## config.mk

```make
export PLATFORM = sky130hd
export DESIGN_NAME = fetch_unit
export DESIGN_NICKNAME = d
export VERILOG_FILES = /design/src/rtl/fetch_unit.sv
export SDC_FILE = /design/constraint.sdc
export NUM_CORES = 1
export LEC_CHECK = 0
export ABC_CLOCK_PERIOD_IN_PS = 2500
export BUFFER_PORTS_ARGS = -buffer_cell sky130_fd_sc_hd__buf_2
export CORE_UTILIZATION = 46
export CTS_CLUSTER_SIZE = 16
export DETAILED_ROUTE_END_ITERATION = 7
export GPL_TIMING_DRIVEN = 0
export PLACE_DENSITY = 0.79
export SLEW_MARGIN = 40
export SYNTH_ARGS = -nofsm -noshare
export SYNTH_HDL_FRONTEND = slang
export SYNTH_SLANG_ARGS = --single-unit
```

## constraint.sdc

```tcl
create_clock -name clk -period 2.5 [get_ports clk]
set_input_delay 0.25 -clock clk [delete_from_list [all_inputs] [get_ports clk]]
set_output_delay 0.25 -clock clk [all_outputs]
set_load 0.03 [all_outputs]
```

## src/rtl/fetch_unit.sv

```systemverilog
// -----------------------------------------------------------------------------
// fetch_unit
// Instruction fetch stage: holds the program counter, reads one 32-bit word per
// cycle from a combinational program memory, and registers it into the IF/ID
// pipeline register. Handles stall, flush and branch redirect, and enters a
// sticky FAULT state on an illegal fetch address until reset.
//
// Parameters
//   RESET_PC      PC value loaded on reset
//   MEM_BYTES     program memory size in bytes (legal addresses: word aligned,
//                 at most MEM_BYTES-4)
//
// Ports
//   clk           clock, all state changes on its rising edge
//   rst           synchronous active-high reset
//   stall         hold PC, IF/ID and fetch_count
//   flush         load a bubble into IF/ID, PC unchanged
//   branch_taken  redirect PC to branch_target
//   branch_target redirect byte address
//   imem_addr     byte address to program memory (equals PC)
//   imem_data     instruction word returned for imem_addr, same cycle
//   if_id_pc      PC of the registered instruction (0 for a bubble)
//   if_id_instr   registered instruction (NOP for a bubble)
//   if_id_valid   high when IF/ID carries a real fetched instruction
//   fault         high while in FAULT
//   fault_addr    offending byte address captured on fault entry
//   fetch_count   number of valid instructions delivered into IF/ID
// -----------------------------------------------------------------------------
module fetch_unit #(
  parameter logic [31:0] RESET_PC  = 32'h0000_0000,
  parameter int          MEM_BYTES = 1024
) (
  input  logic        clk,
  input  logic        rst,
  input  logic        stall,
  input  logic        flush,
  input  logic        branch_taken,
  input  logic [31:0] branch_target,
  output logic [31:0] imem_addr,
  input  logic [31:0] imem_data,
  output logic [31:0] if_id_pc,
  output logic [31:0] if_id_instr,
  output logic        if_id_valid,
  output logic        fault,
  output logic [31:0] fault_addr,
  output logic [31:0] fetch_count
);

  typedef enum logic {
    RUN   = 1'b0,
    FAULT = 1'b1
  } state_t;

  localparam logic [31:0] NOP       = 32'h0000_0013;
  localparam logic [31:0] LAST_WORD = 32'(MEM_BYTES - 4);

  function automatic logic is_legal(input logic [31:0] addr);
    return (addr[1:0] == 2'b00) && (addr <= LAST_WORD);
  endfunction

  state_t      state, state_next;
  logic [31:0] pc, pc_next;
  logic [31:0] pc_plus4;
  logic [31:0] if_id_pc_next;
  logic [31:0] if_id_instr_next;
  logic        if_id_valid_next;
  logic [31:0] fault_addr_next;
  logic [31:0] fetch_count_next;
  // Set when the last legal word has just been delivered; the following edge
  // commits the FAULT entry without fetching anything further.
  logic        end_pending, end_pending_next;

  assign pc_plus4  = pc + 32'd4;
  assign imem_addr = pc;
  assign fault     = (state == FAULT);

  // NOTE: every output of this block gets a default first, so no path leaves a
  // variable unassigned and no latch is inferred.
  always_comb begin
    state_next       = state;
    pc_next          = pc;
    if_id_pc_next    = if_id_pc;
    if_id_instr_next = if_id_instr;
    if_id_valid_next = if_id_valid;
    fault_addr_next  = fault_addr;
    fetch_count_next = fetch_count;
    end_pending_next = end_pending;

    unique case (state)
      RUN: begin
        if (end_pending) begin
          state_next       = FAULT;
          fault_addr_next  = pc_plus4;
          end_pending_next = 1'b0;
          if_id_pc_next    = 32'h0;
          if_id_instr_next = NOP;
          if_id_valid_next = 1'b0;
        end else if (branch_taken) begin
          if (is_legal(branch_target)) begin
            pc_next = branch_target;
          end else begin
            state_next      = FAULT;
            fault_addr_next = branch_target;
          end
          if_id_pc_next    = 32'h0;
          if_id_instr_next = NOP;
          if_id_valid_next = 1'b0;
        end else if (stall) begin
          // Everything holds; flush is deliberately ignored while stalled.
        end else if (flush) begin
          if_id_pc_next    = 32'h0;
          if_id_instr_next = NOP;
          if_id_valid_next = 1'b0;
        end else begin
          if_id_pc_next    = pc;
          if_id_instr_next = imem_data;
          if_id_valid_next = 1'b1;
          fetch_count_next = fetch_count + 32'd1;
          if (is_legal(pc_plus4)) begin
            pc_next = pc_plus4;
          end else begin
            end_pending_next = 1'b1;
          end
        end
      end

      FAULT: begin
        if_id_pc_next    = 32'h0;
        if_id_instr_next = NOP;
        if_id_valid_next = 1'b0;
      end

      default: begin
        state_next = RUN;
      end
    endcase
  end

  // NOTE: sequential state uses non-blocking assignments so every register
  // samples the values from before the edge, independent of statement order.
  always_ff @(posedge clk) begin
    if (rst) begin
      state       <= RUN;
      pc          <= RESET_PC;
      if_id_pc    <= 32'h0;
      if_id_instr <= NOP;
      if_id_valid <= 1'b0;
      fault_addr  <= 32'h0;
      fetch_count <= 32'h0;
      end_pending <= 1'b0;
    end else begin
      state       <= state_next;
      pc          <= pc_next;
      if_id_pc    <= if_id_pc_next;
      if_id_instr <= if_id_instr_next;
      if_id_valid <= if_id_valid_next;
      fault_addr  <= fault_addr_next;
      fetch_count <= fetch_count_next;
      end_pending <= end_pending_next;
    end
  end

endmodule

```

# Word-level counts from Yosys, hierarchy flattened
# Index checks and enable logic that the tools add are counted.
# Widths: inputs -> output; s select.
[totals] regBits=163 mem_bits_rw=0 inputBits=69 rom_bits=0 output_inout_bits=162 mem_count=0 latch_bits=0 word_cells=63
[op_classes] bitwise_logic=5 n_mul=0 n_addsub=2 n_shift=0 n_lt_le_gt_ge=2 mux=32 div=0 n_eq_ne=5 reduce_logical=9
[op_table] op="$mux 32" n=16
[op_table] op="$pmux 32 s2" n=2
[op_table] op="$le 32x10->1 const B" n=2
[op_table] op="$add 32x1->32 const B" n=1
[op_table] op="$add 32x3->32 const B" n=1
[op_table] op="$mux 1" n=13
[op_table] op="$ne 2x1->1 const B" n=3
[op_table] op="$reduce_and 6->1" n=1
[op_table] op="$not 1->1" n=5
[op_table] op="$reduce_and 5->1" n=1
[op_table] op="$logic_not 2->1" n=2
[op_table] op="$ne 4x4->1 const B" n=1
[op_table] op="$reduce_bool 2->1" n=2
[op_table] op="$reduce_and 3->1" n=1
[op_table] op="$logic_and 1x1->1" n=2
[op_table] op="$ne 2x2->1 const B" n=1
[op_table] op="$pmux 1 s2" n=1

# Depth between registers and ports, before layout
# Gate-level depths: netlist (run 1).
[depth] word_depth=8 mapped_depth=10

# Worst setup path after synthesis (run 1)
# Ideal clock, no wire load.
[synth_timing] kind="register to register" from="reg pc[2], in the netlist imem_addr[2]" to="reg pc[3], in the netlist imem_addr[3]" arrival_time_ns=2.868 setup_time_ns=0.123 path_slack_ns=-0.492 required_ns=2.377 path_stages_with_launch=9 period_less_slack_ns=2.992 path_cell_list="dfxtp_1 > ha_1 > nand3_2 > or4_4 > or3_1 > a22oi_2 > and4_4 > a21oi_2 > mux2_1"
[synth_via] elab_chain_cells=5 elab_cells_between_ends=9 cone_classes="1 x add/sub; 1 x order compare; 4 x mux; 3 x reduce/logical"
[synth_lines] element="start: declaration" line_no="62" text="logic [31:0] pc, pc_next;"
[synth_lines] element="start signal: assignment" line_no="153" text="pc <= pc_next;"
[synth_lines] element="$add 32x3->32 (*)" line_no="73" text="assign pc_plus4 = pc + 32'd4;"
[synth_lines] element="$le 32x10->1 / $mux 32 (equally long branches)" line_no="58, 119"
[synth_lines] element="$logic_and 1x1->1 / $mux 32 (equally long branches)" line_no="58, 110"
[synth_lines] element="$reduce_bool 2->1 (no source line) / $mux 32 (equally long branches)"
[synth_lines] element="$reduce_and 6->1 (no source line) / $mux 32 (equally long branches)"
# Mark *: on every way between the ends. The rest lies on a longest branch, timed or not. The select of a mux whose other input is x is not followed.
# A chain may end at the register's enable or synchronous reset.

# Final worst setup path (run 1)
[layout_timing] from="reg pc[13], in the netlist imem_addr[13]" to="reg pc[9], in the netlist imem_addr[9]"
[layout_via] elab_chain_cells=5
[layout_lines] element="$add 32x3->32" line_no="73"
[layout_lines] element="$le 32x10->1" line_no="58" text="return (addr[1:0] == 2'b00) && (addr <= LAST_WORD);"
[layout_lines] element="$logic_and 1x1->1" line_no="58"
[layout_lines] element="$reduce_bool 2->1 (no source line)"
[layout_lines] element="$reduce_and 6->1 (no source line)"
# No other way between the ends.

==> impl_metrics.csv, run 1 <==
group,metric,value,unit
run_status,violations,"setup timing",
timing,fmax,0.3733,GHz
drt,wl,24540,um
synth,synthTopCellsByArea,"dfxtp_1 45%, nor2_1 8.5%, a22oi_1 6.3%",
critical_path,cp.arrival,2.96,ns
run,drv_cap,0,
clock_network,clock-root-buffer,"clkbuf_16",
run_status,status,"complete, but fails checks",
global_routing,gr-total-overflow,0,
synth,async_flop_share,0,%
finish,multi_input_area,3951,um2
placement,port_buffers,230,
critical_path,cp_max_fo,6,
synth,syn_area,7244,um2
worst_hold_path,hp-class,"primary input to flip-flop",
finish,layout_common_cells,"232 x buf_2, 163 x nor2_1, 138 x dfxtp_1, 61 x a22oi_1, 55 x a21oi_1",
finish,area_growth,37.82,%
drt,ant_nets,0,
synth,ys.flop_type,"dfxtp_1",
timing,final.setup.tns,-3.624,ns
finish,layout-drive-gt1-share,36.09,%
critical_path,end_kind,"flip-flop",
critical_path,required,2.79,ns
timing,hold_violations,0,
placement,dp_hpwl,17280,um
clock_network,clk_path_buf_depth,2,
finish,fillers,1272,
die,num_rows,45,
global_routing,antenna_found_initial,0,
critical_path,critPathKind,"flip-flop to flip-flop",
critical_path,startpoint_type,"flip-flop",
clock_network,ctsHoldBuffers,0,
drt,drc,0,
clock_network,clock_latency,0.44,ns
finish,nets,1206,
power,fin_total_pwr,0.005916,W
timing,fin_skew,0.01026,ns
timing,whs,0.05715,ns
drt,wl_per_cell,18.07,um
timing,fin_crit,2.679,ns
drt,dr.first_iter.drc_count,659,
clock_network,path_clk_slew,0.07,ns
die,die_y,127.5,um
synth,syn_avg_cell_area,8.543,um2
drt,vias_per_cell,5.615,
synth,ys_warn_count,0,
global_routing,first_global_vias,6937,
placement,place_congestion,0.8959,
timing,setup_viol,30,
global_routing,grtUsageTotal,29.86,%
die,die_w,127.5,um
die,start_util,47.48,%
clock_network,cts_buffers,17,
synth,synth_cell_types,57,
critical_path,crit_buf_inv,2,
synth,yosysTopAreaCell,"dfxtp_1",
die,ioPinCount,231,
synth,synth_top_area_share,45.04,%
synth,synthCells,848,
die,core-area,15260,um2
critical_path,cp_slowest_cell,"or4_4",
global_routing,grt_pass1_wl,37340,um
power,power.leakage,4.311,nW
finish,antenna_cells,0,
critical_path,crit_chain,"nand4_4 > or4_4 > or3_4 > a22oi_2 > and4_4 > buf_4 > buf_6 > and3_4 > o32ai_4",
finish,register_area,3329,um2
power,ir_drop,0.4805,mV
die,die_area,16260,um2
timing,period_share,107.2,%
timing,drv_slew,0,
timing,maxSlewHeadroom,44.22,%
clock_network,clock-sinks,163,
critical_path,slowest_delay,0.59,ns
synth,ys_seq_elements,163,
clock_network,htreeDepth,4,
global_routing,grt_max_degree,17,
timing,fin_ws,-0.1789,ns
drt,vias,7625,
critical_path,cp_top_family,"simple AND/OR/NAND/NOR gates",
timing,tightest_slew,0.8367,ns
power,power.density,592.5,nW/um2
clock_network,tritoncts,"done",
finish,layout_commonest_cell,"buf_2",
drt,drtPass1Iterations,5,
timing,rsz0062_at_grt,"true",
synth,synth_nets,920,
synth,synth_edf_count,0,
synth,ys_seq_area_share,45.04,%
## repair_timing
action / CTS / global route
endpoints found under the hold margin: 0 / 0
endpoints found under the setup margin: 54 / 72
pin swaps: 14 / 15
setup buffers: 35 / 12
gates cloned: 2 / 0
resized for setup: 37 / 48
## worst min-delay path, cell delays in order
cell     delay, ns
buf_2         0.07
a22oi_1       0.07
nor2_1        0.07
## sequential cells by signal, summed over array words and instances (netlist names)
name / cells
fault_addr: 32
fault: 1
fetch_count: 32
if_id_pc: 32
if_id_instr: 32
end_pending: 1
imem_addr: 32
if_id_valid: 1
## final timing paths
check | cells after the start | start | to | slack (ns)
min | 3 | imem_data[21] | if_id_instr[21] | 0.06
max reg2reg | 9 | imem_addr[13] | imem_addr[9] | -0.18
min reg2reg | 2 | fault_addr[22] | fault_addr[22] | 0.45
max | 9 | imem_addr[13] | imem_addr[9] | -0.18
## power breakdown
part	internal, W	total (W)	switching, W
Combinational	0.000195	0.000560	0.000365
Sequential	0.00263	0.00267	0.0000362
Clock	0.00159	0.00269	0.00109
## final cells by class
| cell class | instances | share of cell area [%] |
|---|---|---|
| Buffer | 57 | 2.669 |
| Clock buffer | 23 | 4.887 |
| Clock inverter | 9 | 1.203 |
| Inverter | 9 | 0.3383 |
| Multi-Input combinational cell | 608 | 39.57 |
| Sequential cell | 163 | 33.35 |
| Tap cell | 211 | 2.644 |
| Timing Repair Buffer | 278 | 15.34 |
## cells by family after synthesis
group | after synthesis | share of synthesized area [%]
AO/OA/AOI/OAI | 180 | 16.62
XOR/XNOR | 55 | 6.649
adder cells (fa/ha/maj) | 3 | 0.5182
buffers and inverters | 77 | 4.387
flip-flops | 163 | 45.04
multiplexers | 9 | 1.295
AND/OR/NAND/NOR | 361 | 25.49
## stage by stage
stage          cells  utilization (%)  worst slack [ns]  instance area [um2]
2_1_floorplan    848                -          -0.08960                 7368
3_3_place_gp    1289            57.56           -0.3233                 8783
3_5_place_dp    1289            57.56           -0.3305                 8783
4_1_cts         1351            63.94           -0.1709                 9757
5_1_grt         1358            65.44           -0.2459                 9985
6_report        1358            65.44           -0.1789                 9985
## synth_stat cells (5+ instances only)
cell type	instances
nor2_1	165
dfxtp_1	163
a22oi_1	61
a21oi_1	56
clkbuf_1	43
nand2_1	38
xnor2_1	31
and2_1	24
xor2_1	24
a211oi_1	22
nand3_1	20
or3_1	17
nor4_1	16
nand4_1	15
o21ai_0	14
buf_2	13
nor3_1	13
and3_1	11
inv_1	9
buf_1	8
and4_1	7
mux2i_1	6
a211o_1	5
or2_2	5
## metal layers
metal	global-route usage, %	vias to the layer above	part of all wire (%)
met4	8.613	0	1.9
li1	-	3578	-
met3	7.538	39	9.3
met2	48.89	410	46
met5	0	-	0
met1	38.83	3598	43
No activity file was read; power rests on OpenSTA's default activity.
==> run 2, diff against run 1 <==
SKIP_LAST_GASP = 1   (was not set)
==> run 2 against run 1 <==
  * The flow still finishes with violations (setup timing)
  * Via count shrank 0.63%
  * Non-clock buffer count is the same
  * Combinational power is essentially flat
  * Power shrank 0.33%
  * Register-to-register slack is essentially flat
  * Fmax shrank 0.31%
  * Routed wire length shrank 0.60%
  * First-iteration DRC count shrank 10%
  * Sequential share of layout area grew 0.15 points
  * Hold slack gained 0.012 ns
  * Worst setup slack lost 0.0082 ns
  * Cell area shrank 0.44%
  * Critical path type unchanged
  * Critical endpoint is now imem_addr[29]
==> impl_metrics.csv, run 2 (synthesized netlist as in run 1, its figures left out) <==
group,metric,value,unit
run_status,status,"complete, but fails checks",
run_status,violations,"setup timing",
clock_network,tritoncts,"done",
critical_path,cp-endpoint,"imem_addr[29]",
critical_path,r2r_start,"imem_addr[13]",
clock_network,clock-root-buffer,"clkbuf_16",
drt,ant_nets,0,
timing,drv_slew,0,
critical_path,worstReg2RegEnd,"imem_addr[29]",
clock_network,clock-sinks,163,
clock_network,path_clk_slew,0.07,ns
global_routing,grt_pass1_wl,37340,um
timing,fmax,0.3721,GHz
clock_network,ctsHoldBuffers,0,
power,ir_drop,0.4794,mV
critical_path,slowest_delay,0.57,ns
drt,dr.first_iter.drc_count,593,
finish,layout_common_cells,"233 x buf_2, 163 x nor2_1, 138 x dfxtp_1, 61 x a22oi_1, 55 x a21oi_1",
placement,place_congestion,0.8959,
critical_path,startpoint_type,"flip-flop",
global_routing,gr-total-overflow,0,
finish,layout_commonest_cell,"buf_2",
finish,antenna_cells,0,
drt,vias,7577,
die,core-area,15260,um2
critical_path,worst_r2r_path_depth,9,
finish,nets,1206,
finish,area_growth,37.22,%
timing,period_share,107.5,%
timing,tightest_slew,0.8071,ns
power,power.leakage,4.293,nW
critical_path,crit_start,"imem_addr[13]",
placement,placed_area,8783,um2
die,ioPinCount,231,
critical_path,cp_slowest_cell,"or4_4",
critical_path,critPathKind,"flip-flop to flip-flop",
timing,fin_skew,0.009222,ns
critical_path,cp.arrival,3.02,ns
timing,fin_ws,-0.1871,ns
die,die_y,127.5,um
global_routing,grtUsageTotal,29.86,%
placement,port_buffers,230,
clock_network,cts_buffers,17,
timing,maxSlewHeadroom,46.20,%
timing,hold_violations,0,
finish,final_util,65.15,%
timing,setup_viol,30,
die,num_rows,45,
timing,final.setup.tns,-4.376,ns
global_routing,antenna_found_initial,0,
finish,fillers,1278,
die,start_util,47.48,%
critical_path,crit_chain,"nand4_4 > or4_4 > or3_4 > a22oi_2 > and4_4 > a211oi_4 > buf_4 > buf_2 > and2_1",
timing,fin_crit,2.687,ns
global_routing,grt_max_degree,17,
drt,drc,0,
placement,place_ws,-0.3305,ns
drt,wl_per_cell,17.97,um
drt,vias_per_cell,5.580,
worst_hold_path,hp-class,"primary input to flip-flop",
run,drv_cap,0,
timing,rsz0062_at_grt,"true",
clock_network,clk_path_buf_depth,2,
finish,stdcell_area,9941,um2
global_routing,first_global_vias,6937,
finish,layout-drive-gt1-share,35.05,%
clock_network,htreeDepth,4,
critical_path,cp_max_fo,6,
critical_path,required,2.83,ns
drt,drtPass1Iterations,6,
drt,wl,24400,um
critical_path,end_kind,"flip-flop",
clock_network,clock_latency,0.43,ns
die,die_area,16260,um2
critical_path,r2r_setup_slack,-0.19,ns
placement,dp_hpwl,17280,um
power,power.density,593.2,nW/um2
timing,whs,0.06884,ns
die,die_w,127.5,um
run 2: cell count changes in the layout (fill, tap and decap cells not counted), sizes merged:
| cell | previous run | this run |
|---|---|---|
| buf | 288 | 289 |
| clkbuf | 70 | 69 |
run 2: stage by stage:
stage | instances | power, W
floorplan | 848 | 0.003025
global placement | 1289 | 0.003216
finish | 1358 | 0.005897
detailed placement | 1289 | 0.003225
CTS | 1351 | 0.005902
global route | 1358 | 0.006093
run 2: final cells by class:
cell class / count / area (um2) / area share [%]
inverter: 9 / 33.78 / 0.3398
sequential: 163 / 3329 / 33.49
multi-input combinational: 608 / 3919 / 39.42
timing repair buffer: 278 / 1521 / 15.31
tap: 211 / 264.0 / 2.656
buffer: 57 / 265.3 / 2.668
clock buffer: 23 / 488.0 / 4.909
clock inverter: 9 / 120.1 / 1.208
run 2: worst min-delay path by stage:
stage | depth (start not counted) | startpoint | end | slack [ns]
2_1_floorplan | 2 | imem_data[0] | if_id_instr[0] | 0.40
3_3_place_gp | 2 | fault_addr[21] | fault_addr[21] | 0.43
3_5_place_dp | 2 | fault_addr[22] | fault_addr[22] | 0.44
4_1_cts | 3 | imem_data[1] | if_id_instr[1] | 0.05
5_1_grt | 3 | imem_data[1] | if_id_instr[1] | 0.06
6_report | 3 | imem_data[21] | if_id_instr[21] | 0.07
run 2: where the power goes:
group,switching [W],internal (W)
clock network,0.00108,0.00159
registers,0.0000362,0.00263
logic,0.000365,0.000192
run 2: timing repair:
item                                   CTS  global route
pin swaps                               14            15
resized for setup                       37            33
buffers inserted                        35            12
endpoints found under the hold margin    0             0
gates cloned                             2             0
setup endpoints to repair               54            72
run 2: metal layers:
| metal | share of wire [%] | GRT usage, % | wire length [um] | vias up |
|---|---|---|---|---|
| met4 | 1.9 | 8.613 | 453 | 0 |
| met5 | 0 | 0 | 0 | - |
| met3 | 9.2 | 7.538 | 2245 | 39 |
| li1 | - | - | - | 3565 |
| met1 | 43 | 38.83 | 10430 | 3562 |
| met2 | 46 | 48.89 | 11260 | 411 |
run 2: critical path: cells and delay by family (launching register included):
family          cells  cell delay [ns]
flops               1             0.38
compound gates      2             0.29
simple gates        5             1.56
buf+inv             2             0.35
==> run 3, diff against run 2 <==
ABC_AREA = 1   (was not set)
CORE_UTILIZATION = 47   (was 46)
PLACE_DENSITY = 0.8   (was 0.79)
==> run 3 against run 2 <==
  * The run now ends clean
  * Register-to-register slack gained 0.30 ns
  * Via count increased by 9.9%
  * Fmax increased by 13%
  * Core utilization decreased by 3.0 points
  * Worst setup slack better by 0.30 ns
  * Clock skew up 0.0030 ns
  * Sequential power increased by 2%
  * Synthesized cell count rose by 30%
  * Flip-flop and latch count stayed put
  * Die area grew 3.9%
==> impl_metrics.csv, run 3 <==
group,metric,value,unit
synth,ys_seq_elements,163,
finish,nets,1433,
drt,drc,0,
synth,syn_area,7695,um2
synth,async_flop_share,0,%
clock_network,clock_latency,0.43,ns
finish,layout_common_cells,"326 x nand2_1, 229 x buf_2, 152 x dfxtp_1, 115 x nor2_1, 113 x a21oi_1",
drt,vias_per_cell,5.239,
finish,antenna_cells,0,
finish,layout_commonest_cell,"nand2_1",
die,die_y,130.0,um
synth,synthCells,1104,
critical_path,startpoint_type,"flip-flop",
synth,synth_cell_types,39,
clock_network,path_clk_slew,0.07,ns
timing,final.setup.tns,0,ns
finish,fillers,1495,
critical_path,cp_max_fo,10,
synth,yosysTopAreaCell,"dfxtp_1",
timing,fin_skew,0.01218,ns
synth,synth_top_area_share,42.41,%
timing,fin_crit,2.388,ns
placement,place_congestion,0.9930,
critical_path,cp.arrival,2.68,ns
drt,drtPass1Iterations,6,
synth,synth_nets,1176,
worst_hold_path,hp-class,"primary input to flip-flop",
synth,synth.most_common_cell,"nand2_1",
drt,wl,24420,um
die,die_area,16890,um2
finish,area_growth,28.73,%
power,power.leakage,4.287,nW
timing,drv_slew,0,
die,die_w,130.0,um
synth,ys.flop_type,"dfxtp_1",
die,core-area,15940,um2
synth,synth_edf_count,0,
global_routing,grt_pass1_wl,36630,um
clock_network,clk_path_buf_depth,2,
clock_network,tritoncts,"done",
drt,dr.first_iter.drc_count,739,
synth,synthTopCellsByCount,"328 x nand2_1, 163 x dfxtp_1, 118 x nor2_1",
power,fin_total_pwr,0.006072,W
synth,synthTopCellsByArea,"dfxtp_1 42%, nand2_1 16%, a21oi_1 7.3%",
finish,final_util,62.13,%
clock_network,htreeDepth,4,
critical_path,required,2.79,ns
synth,syn_avg_cell_area,6.970,um2
global_routing,grtUsageTotal,28.31,%
timing,setup_viol,0,
placement,dp_hpwl,18590,um
global_routing,antenna_found_initial,0,
global_routing,gr-total-overflow,0,
power,ir_drop,0.5187,mV
drt,ant_nets,0,
timing,maxSlewHeadroom,54.83,%
drt,wl_per_cell,15.36,um
finish,layout-drive-gt1-share,26.13,%
run,drv_cap,0,
run_status,status,"finished clean",
placement,port_buffers,228,
clock_network,clock-root-buffer,"clkbuf_16",
synth,ys_warn_count,0,
die,start_util,48.27,%
die,num_rows,46,
clock_network,cts_buffers,17,
global_routing,grt_max_degree,17,
global_routing,first_global_vias,7179,
finish,multi_input_area,3986,um2
synth,ys_seq_area_share,42.41,%
power,power.density,612.9,nW/um2
critical_path,end_kind,"flip-flop",
timing,fmax,0.4188,GHz
drt,vias,8330,
timing,tightest_slew,0.6775,ns
timing,whs,0.03718,ns
clock_network,ctsHoldBuffers,0,
timing,period_share,95.52,%
critical_path,critPathKind,"flip-flop to flip-flop",
die,ioPinCount,231,
timing,hold_violations,0,
finish,register_area,3284,um2
clock_network,clock-sinks,163,
[run 3: worst max-delay path: stages (launching register included)]
cell and delay, ns:
dfxtp_4 0.41, ha_4 0.17, nand2_4 0.09, nor2_8 0.20
buf_12 0.13, nand3_4 0.10, nor2_4 0.11, nand2_1 0.08
nand2_1 0.11, nand2_1 0.06, nor2_1 0.08, nand3_1 0.11
nor2_4 0.12, nand3_4 0.15, nand2_8 0.14, buf_12 0.15
nor3_2 0.04
[run 3: logic make-up (layout without fill, tap and decap cells)]
logic type,count (synthesis),after routing,synth area share (%)
buf+inv,129,399,6.732
fa+ha+maj,3,3,0.4879
compound gates,192,192,13.02
simple gates,603,603,35.76
flops,163,163,42.41
xor+xnor,14,14,1.594
[run 3: final timing paths]
path / startpoint / endpoint / slack, ns / cells after the start
setup / recovery: imem_addr[3] / imem_addr[14] / 0.11 / 16
hold reg to reg: fetch_count[30] / fetch_count[30] / 0.46 / 2
setup reg to reg: imem_addr[3] / imem_addr[14] / 0.11 / 16
hold / removal: imem_data[0] / if_id_instr[0] / 0.04 / 3
[run 3: timing repair]
action	CTS	global route
cloned	0	0
buffers inserted	2	8
endpoints found under the setup margin	31	41
pin swaps	1	3
gates resized for setup	5	26
[run 3: metal layers]
| metal | part of all wire (%) | global-route usage, % | up-vias |
|---|---|---|---|
| met3 | 7.8 | 6.396 | 47 |
| met5 | 0 | 0 | - |
| met4 | 1.9 | 9.781 | 0 |
| met2 | 47 | 47.31 | 362 |
| li1 | - | - | 4129 |
| met1 | 43 | 35.90 | 3792 |
[run 3: stage by stage]
step	setup slack [ns]	instance area [um2]	std cells
detailed placement	-0.2663	9106	1548
global placement	-0.2502	9106	1548
global route	-0.007801	9906	1590
floorplan	0.1041	7695	1104
CTS	0.02909	9751	1582
finish	0.1121	9906	1590
[run 3: power breakdown]
group	internal, W	total (W)	switching, W	leakage (nW)
logic	0.000185	0.000607	0.000422	2.66
registers	0.00266	0.00272	0.0000619	1.33
clock network	0.00162	0.00274	0.00112	0.296
[run 3: layout make-up]
cell class / instances / share of cell area [%]
Timing Repair Buffer: 238 / 12.40
Buffer: 48 / 2.173
Clock inverter: 13 / 1.756
Clock buffer: 19 / 4.471
Sequential cell: 163 / 33.16
Tap cell: 216 / 2.728
Multi-Input combinational cell: 812 / 40.24
Inverter: 81 / 3.069
